==> src/rtl/doom58_pkg.sv <==
// Shared widths, spawn defaults and sequencer state encoding for the frame loop.
package doom58_pkg;

   localparam int POS_X_W   = 14;
   localparam int POS_Y_W   = 13;
   localparam int ANGLE_W   = 8;
   localparam int FRAME_W   = 16;
   localparam int OVERRUN_W = 8;
   localparam int WD_W      = 24;

   localparam logic [POS_X_W-1:0] DEF_SPAWN_X     = 14'd1600;
   localparam logic [POS_Y_W-1:0] DEF_SPAWN_Y     = 13'd1600;
   localparam logic [ANGLE_W-1:0] DEF_SPAWN_ANGLE = 8'd0;
   localparam logic [WD_W-1:0]    DEF_TIMEOUT     = 24'd1000000;

   typedef enum logic [2:0] {
      ST_IDLE,
      ST_UPDATE_REQ,
      ST_UPDATE_WAIT,
      ST_COMMIT,
      ST_RENDER_REQ,
      ST_RENDER_WAIT
   } seq_state_t;

   typedef struct packed {
      logic [POS_X_W-1:0] x;
      logic [POS_Y_W-1:0] y;
      logic [ANGLE_W-1:0] angle;
   } player_state_t;

endpackage

==> src/rtl/handshake_watchdog.sv <==
// Cycle counter guarding a start/done handshake; flags expiry on the last allowed cycle.
module handshake_watchdog #(
   parameter int               WIDTH   = 24,
   parameter logic [WIDTH-1:0] TIMEOUT = WIDTH'(1000000)
) (
   input  logic clock,
   input  logic resetn,
   input  logic clear,
   input  logic enable,
   output logic expired
);

   localparam logic [WIDTH-1:0] LIMIT = TIMEOUT - WIDTH'(1);

   logic [WIDTH-1:0] count;

   // NOTE: sequential state uses non-blocking assignments so every flop samples pre-edge values.
   always_ff @(posedge clock or negedge resetn) begin
      if (!resetn) begin
         count <= '0;
      end else if (clear) begin
         count <= '0;
      end else if (enable) begin
         count <= count + WIDTH'(1);
      end
   end

   assign expired = enable && (count == LIMIT);

endmodule

==> src/rtl/frame_sequencer.sv <==
// Per-frame game loop initiator: owns player state and sequences updater and renderer handshakes.
module frame_sequencer
   import doom58_pkg::*;
#(
   parameter logic [POS_X_W-1:0] SPAWN_X     = DEF_SPAWN_X,
   parameter logic [POS_Y_W-1:0] SPAWN_Y     = DEF_SPAWN_Y,
   parameter logic [ANGLE_W-1:0] SPAWN_ANGLE = DEF_SPAWN_ANGLE,
   parameter logic [WD_W-1:0]    TIMEOUT     = DEF_TIMEOUT
) (
   input  logic                 clock,
   input  logic                 resetn,
   input  logic                 frame_tick,
   input  logic                 respawn,
   output logic                 update_start,
   input  logic                 update_done,
   input  logic [POS_X_W-1:0]   next_pos_x,
   input  logic [POS_Y_W-1:0]   next_pos_y,
   input  logic [ANGLE_W-1:0]   next_angle,
   output logic [POS_X_W-1:0]   cur_pos_x,
   output logic [POS_Y_W-1:0]   cur_pos_y,
   output logic [ANGLE_W-1:0]   cur_angle,
   output logic                 render_start,
   input  logic                 render_done,
   output logic                 busy,
   output logic [FRAME_W-1:0]   frame_count,
   output logic [OVERRUN_W-1:0] overrun_count,
   output logic                 timeout_err
);

   localparam player_state_t SPAWN = {SPAWN_X, SPAWN_Y, SPAWN_ANGLE};

   seq_state_t    state, next_state;
   player_state_t player;
   logic          pending;
   logic          wd_clear, wd_enable, wd_expired;
   logic          abort;
   logic          frame_start;

   assign frame_start = (state == ST_IDLE) && !respawn && (frame_tick || pending);

   // NOTE: every combinational output gets a default first so no path can infer a latch.
   always_comb begin
      next_state = state;
      wd_clear   = 1'b0;
      wd_enable  = 1'b0;
      abort      = 1'b0;
      case (state)
         ST_IDLE:        if (frame_start) next_state = ST_UPDATE_REQ;
         ST_UPDATE_REQ: begin
            wd_clear   = 1'b1;
            next_state = ST_UPDATE_WAIT;
         end
         ST_UPDATE_WAIT: begin
            wd_enable = 1'b1;
            if (update_done) begin
               next_state = ST_COMMIT;
            end else if (wd_expired) begin
               abort      = 1'b1;
               next_state = ST_IDLE;
            end
         end
         ST_COMMIT:      next_state = ST_RENDER_REQ;
         ST_RENDER_REQ: begin
            wd_clear   = 1'b1;
            next_state = ST_RENDER_WAIT;
         end
         ST_RENDER_WAIT: begin
            wd_enable = 1'b1;
            if (render_done) begin
               next_state = ST_IDLE;
            end else if (wd_expired) begin
               abort      = 1'b1;
               next_state = ST_IDLE;
            end
         end
         default:        next_state = ST_IDLE;
      endcase
   end

   // Strobes and busy are registered from next_state so they line up with the state they describe.
   always_ff @(posedge clock or negedge resetn) begin
      if (!resetn) begin
         state        <= ST_IDLE;
         update_start <= 1'b0;
         render_start <= 1'b0;
         busy         <= 1'b0;
      end else begin
         state        <= next_state;
         update_start <= (next_state == ST_UPDATE_REQ);
         render_start <= (next_state == ST_RENDER_REQ);
         busy         <= (next_state != ST_IDLE);
      end
   end

   always_ff @(posedge clock or negedge resetn) begin
      if (!resetn) begin
         player        <= SPAWN;
         pending       <= 1'b0;
         frame_count   <= '0;
         overrun_count <= '0;
         timeout_err   <= 1'b0;
      end else begin
         if (state == ST_IDLE && respawn) begin
            player <= SPAWN;
         end else if (state == ST_COMMIT) begin
            player <= {next_pos_x, next_pos_y, next_angle};
         end

         // A tick arriving mid-frame is held once; any further ones are counted as dropped.
         if (frame_start) begin
            pending <= 1'b0;
         end else if (state != ST_IDLE && frame_tick) begin
            if (!pending) begin
               pending <= 1'b1;
            end else if (overrun_count != '1) begin
               overrun_count <= overrun_count + OVERRUN_W'(1);
            end
         end

         if (state == ST_RENDER_WAIT && render_done) begin
            frame_count <= frame_count + FRAME_W'(1);
         end

         if (abort) begin
            timeout_err <= 1'b1;
         end
      end
   end

   assign cur_pos_x = player.x;
   assign cur_pos_y = player.y;
   assign cur_angle = player.angle;

   handshake_watchdog #(
      .WIDTH   (WD_W),
      .TIMEOUT (TIMEOUT)
   ) u_watchdog (
      .clock   (clock),
      .resetn  (resetn),
      .clear   (wd_clear),
      .enable  (wd_enable),
      .expired (wd_expired)
   );

endmodule

==> config.mk <==
export PLATFORM = sky130hd
export DESIGN_NAME = frame_sequencer
export DESIGN_NICKNAME = d
export VERILOG_FILES = /design/src/rtl/doom58_pkg.sv /design/src/rtl/handshake_watchdog.sv /design/src/rtl/frame_sequencer.sv
export SDC_FILE = /design/constraint.sdc
export NUM_CORES = 1
export LEC_CHECK = 0
export ABC_AREA = 1
export BUFFER_PORTS_ARGS = -buffer_cell sky130_fd_sc_hd__buf_2
export CAP_MARGIN = 15
export CORE_MARGIN = 2
export CORE_UTILIZATION = 50
export CTS_CLUSTER_SIZE = 25
export DETAILED_ROUTE_END_ITERATION = 16
export PLACE_DENSITY_LB_ADDON = 0.05
export SETUP_SLACK_MARGIN = 0.5
export SYNTH_ARGS = -nofsm -noshare
export SYNTH_HDL_FRONTEND = slang
export SYNTH_SLANG_ARGS = --single-unit
==> constraint.sdc <==
create_clock -name clock -period 1.7 [get_ports clock]
set_input_delay 0.255 -clock clock [delete_from_list [all_inputs] [get_ports clock]]
set_output_delay 0.255 -clock clock [all_outputs]
set_load 0.05 [all_outputs]
# Yosys cells after proc, flatten, opt, wreduce, memory -nomap -nowiden
# Cells that the tools add are included.
# W data, S select, Z words.
# word_totals
register_bits	91
in_bits	41
elab_cells	59
# classes
add_sub_neg	3
n_eq_ne	9
mux	17
bitwise	1
n_reduce_logical	17
# op_table
cell	count
$mux W35	2
$mux W24	2
$add A24 B1 Y24 const B	1
$eq A24 B20 Y1 const B	1
$pmux W3 S6	1
$add A16 B1 Y16 const B	1
$mux W3	4
$eq A3 B3 Y1 const B	3
$add A8 B1 Y8 const B	1
$ne A8 B8 Y1 const B	1
$mux W1	7
$eq A3 B1 Y1 const B	2
$eq A3 B2 Y1 const B	2
$logic_and A1 B1 Y1	6
$reduce_bool A2 Y1	3
$reduce_bool A3 Y1	2
$reduce_and A4 Y1	1
$reduce_or A2 Y1	2
$logic_not A3 Y1	1
$pmux W1 S2	1
$logic_not A1 Y1	1
$logic_or A1 B1 Y1	1
$not A1 Y1	1

# Depth between registers and ports, before layout
# logic_depth
ltp_word	8
mapped_depth	10

# Cells and area by module
# From an unflattened synthesis, not the netlist that was laid out.
# hier_totals
hier_cells	582
area_unflattened_um2	4559.4
# by_module_without_submodules
mod	n_inst	cells_per_inst	area_per_inst_um2
frame_sequencer	1	366	3078.0
handshake_watchdog	1	216	1481.4

# Worst setup path before layout
# No wires, ideal clock.
# synth_path
kind	register to register
startpoint	register overrun_count[1]
endpoint	register overrun_count[2]
t_arrival_ns	1.594
slack_ns	-0.040
stages_incl_launch_ff	8
period_less_slack_ns	1.740
cell_sequence	dfrtp_1 > ha_1 > nand2_1 > nor2_1 > nand3_1 > nand2_2 > nor2_1 > xor2_1
# synth_via
elab_chain_cells	2
elab_cells_between_ends	3
cone_classes	add/sub: 1; eq/ne: 1; reduce/logical: 1
# synth_lines
element	line	rtl
start, declared	frame_sequencer.sv:26	output logic [OVERRUN_W-1:0] overrun_count,
start signal, assigned	frame_sequencer.sv:116	overrun_count <= overrun_count + OVERRUN_W'(1);
branches (longest 2 deep; another with $add A8 B1 Y8)	--	
# Several ways; the timed one is not identified.
# A chain may end at the register's enable or synchronous reset.

# Final worst setup path
# layout_path
startpoint	register state[0]
endpoint	register u_watchdog.count[8]
# layout_via
elab_chain_cells	4
elab_cells_between_ends	10
cone_classes	eq/ne: 4; mux: 3; reduce/logical: 3
# layout_lines
element	line	rtl
start, declared	frame_sequencer.sv:32	seq_state_t state, next_state;
start signal, assigned	frame_sequencer.sv:88	state <= next_state;
$eq A3 B3 Y1, or another cell as far along	frame_sequencer.sv:47	case (state)
$reduce_or A2 Y1 (no source line)	--	
$mux W1	frame_sequencer.sv:47	
$mux W24 or $reduce_bool A2 Y1 (tied branches)	--	
end signal, assigned	handshake_watchdog.sv:24	count <= count + WIDTH'(1);
end, declared	handshake_watchdog.sv:15	logic [WIDTH-1:0] count;
# Parallel ways exist; a longest one is shown, timed or not.

==> metrics.md <==
| Metric | Value |
|---|---|
| Status | `finished clean` |
| Starting Density | `51.8%` |
| Max Cap Viol | `0` |
| Antenna violations before repair | `0` |
| Die Wd | `99.5 µm` |
| Crit end category | `flop` |
| Commonest non-fill, non-tap cell in the layout | `nand2_1` |
| Max VDD drop | `0.959 mV` |
| Slowest stage delay, CP | `0.48 ns` |
| Initial DRC count | `585` |
| Synth Instances | `578` |
| Worst Path Max Fanout | `4` |
| CTS Sinks | `91` |
| Non-filler instance count after layout | `911` |
| First-pass GRT wire length | `21300 µm` |
| Die Y | `99.5 µm` |
| Number of vias per cell | `5.70` |
| Yosys top cell by area | `dfrtp_1` |
| Total routed wirelength | `17700 µm` |
| Worst R2R End | `u_watchdog.count[8]` |
| Reg clk slew, reported paths | `0.11 ns` |
| GRT Overall Usage | `26.6%` |
| Routed len/inst | `19.5 µm` |
| Design Area, Final | `7690 µm²` |
| Pint | `6390 µW` |
| Via count | `5194` |
| Worst path cell trace | `inv_4, nand3_4, nand2_4, buf_4, nand2_4, nor2_4, a21oi_1, nor3_1` |
| R2R Path Start | `state[0]` |
| Post-DP Area | `5660 µm²` |
| Clk_skew | `0.0126 ns` |
| Synth top area share | `46.6%` |
| Layout cell share with drive strength beyond 1 | `52.6%` |
| Comb power frac | `60.4%` |
| Syn Area/Cell | `7.89 µm²` |
| Power share of the clock group | `11.9%` |
| Root Driver | `clkbuf_8` |
| Die ar. | `9910 µm²` |
| Post-synthesis sequential area ratio | `50.1%` |
| H-tree depth | `3` |
| Commonest non-fill, non-tap cells in the layout | `nand2_1 (166), buf_4 (84), buf_6 (76)` |
| Hold path start | `next_pos_y[5]` |
| Antenna-violating nets left | `0` |
| Dpl hpwl | `8040 µm` |
| WP data arrival | `1.84 ns` |
| Critical Path RT | `1.99 ns` |
| Worst slew margin | `73.9%` |
| R2R cell count | `8` |
| Most common cell on crit path | `nand2_4` |
| Sequential share of power | `27.6%` |
| Top cells by area, synth | `dfrtp_1 (47%), nand2_1 (16%), nand3_1 (6.3%)` |
| Crit Path Class | `reg2reg` |
| Port Buffer Count | `103` |
| Final setup viols | `0` |
| I/O Pins | `104` |
| YS warnings | `0` |
| PwrDens | `1620 nW/µm²` |
| CP max-delay cell | `dfrtp_2` |
| Leakage | `0.00391 µW` |
| Layout net count | `842` |
| CTS tree | `yes` |
| Maximum clock frequency | `0.642 GHz` |
| Final hold violation count | `0` |
| Skew-Pair Late Insertion Delay | `0.38 ns` |
| Syn_nets | `622` |
| Synth Flop Type | `dfrtp_1` |
| Mapped cell area | `4560 µm²` |
| Gpl congestion | `0.848` |
| Pre-antenna DRT Iters | `5` |
| Overflow after GRT | `0` |
| Largest net degree at the start of global routing | `38` |
| Worst Hold End | `cur_pos_y[5]` |
| Post-Place Cells | `789` |
| R2R setup slack | `0.14 ns` |
| FFs w/ async S/R, synth | `100%` |
| Number of synthesized register bits | `91` |
| Post-synth EDFFs | `0` |
| Residual DRC count | `0` |
| Syn-to-layout area delta | `68.6%` |
| CTS Buf Count | `9` |
| Row cnt | `34` |
| Switching Share | `48.6%` |
| Min-delay worst type | `in2reg` |
| Hold depth | `3` |
| Sum Neg Setup Slack | `0 ns` |
| Count of cell types in the netlist | `34` |
| Least-Margin Pin Slew | `0.392 ns` |
| Vias in the first global route | `4615` |
| Final period util | `91.7%` |
| Pins Over Slew Limit | `0` |
| Fillers | `404` |
| Net switching power | `6050 µW` |
| Setup crit start kind | `flop` |
| Core Region | `8810 µm²` |
| Min Clock Period, post-route | `1.56 ns` |
| Max clock buf depth | `2` |
| RSZ-0062 raised after global routing | `yes` |
| # diodes | `0` |
-- critical path: cells and delay by family (launching register included) --
family,cells,cell delay [ns]
and+or+nand+nor,5,0.64
DFF,1,0.48
buffers and inverters,2,0.27
AOI/OAI and AO/OA,1,0.08
-- worst max-delay path by stage --
| stage | start | end | slack (ns) | depth (start not counted) |
|---|---|---|---|---|
| finish | state[0] | u_watchdog.count[8] | 0.14 | 8 |
| global route | state[1] | u_watchdog.count[8] | 0.11 | 9 |
| CTS | u_watchdog.count[0] | u_watchdog.count[20] | 0.31 | 9 |
| global placement | state[0] | u_watchdog.count[19] | 0.13 | 9 |
| detailed placement | state[0] | u_watchdog.count[12] | 0.06 | 8 |
| floorplan | overrun_count[3] | overrun_count[3] | 0.21 | 8 |
-- cells by family (layout without fill, tap and decap cells) --
kind of cell,after synthesis,in the layout,share of synthesized area [%]
and+or+nand+nor,361,362,35.3
adders and majority gates,3,3,0.823
DFF,91,91,50.1
xor gates and xnor gates,17,17,3.26
buffers and inverters,71,295,6.31
AOI/OAI and AO/OA,35,35,4.28
-- metrics by stage --
stage | hold WS, ns | worst slack [ns] | power, µW | utilization [%]
after floorplan | -0.0406 | 0.208 | 6810 | -
after global placement | 0.201 | 0.131 | 7720 | 64.3
after detailed placement | 0.208 | 0.0622 | 7850 | 64.3
after CTS | 0.0685 | 0.308 | 10700 | 78.2
after global routing | 0.0537 | 0.108 | 12800 | 87.4
final | 0.0631 | 0.142 | 12400 | 87.4
-- sequential cells by signal, indices dropped and copies added, names as in the netlist --
signal / flops
u_watchdog.count: 24
update_start: 1
timeout_err: 1
busy: 1
render_start: 1
pending: 1
overrun_count: 8
cur_pos_y: 13
cur_angle: 8
state: 3
cur_pos_x: 14
frame_count: 16
-- layout make-up --
class | instances | area, µm² | area share (%)
multi-input cells | 417 | 2780 | 36.1
flip-flops and latches | 91 | 2320 | 30.2
repair buffers | 218 | 2010 | 26.1
inverters | 59 | 249 | 3.24
clock buffers | 10 | 138 | 1.79
well taps | 108 | 135 | 1.76
clock inverters | 6 | 47.5 | 0.618
repair inverters | 2 | 22.5 | 0.293
-- power groups by stage --
stage / Sequential, µW / Clock, µW / Combinational [µW]
floorplan: 4920 / 0 / 1890
global placement: 3280 / 0 / 4430
detailed placement: 3320 / 0 / 4530
CTS: 3360 / 1430 / 5860
global route: 3480 / 1560 / 7800
finish: 3440 / 1490 / 7520
-- metal layers --
layer	track usage [%]	part of all wire (%)
met5	0	0
met4	10.7	5.3
met3	5.55	7.9
met2	46.0	51
met1	32.5	36
-- cell usage after synthesis (4+ instances only) --
master and count:
nand2_2 8, nor3_1 10, dfrtp_1 85, xor2_1 14, buf_2 5, nand2_1 189
dfstp_2 6, nand4_1 9, inv_2 4, clkbuf_1 4, nor2_1 69, o21ai_0 12
a21oi_1 13, inv_1 54, nand3_1 57, nor2_4 7
-- repair_timing --
action	CTS	global route
pin swaps	24	44
cloned	1	8
buffers inserted	55	41
endpoints found under the setup margin	144	152
hold endpoints to repair	25	0
hold buffers	1	0
gates resized for setup	181	87
(Power assumes the default switching activity.)
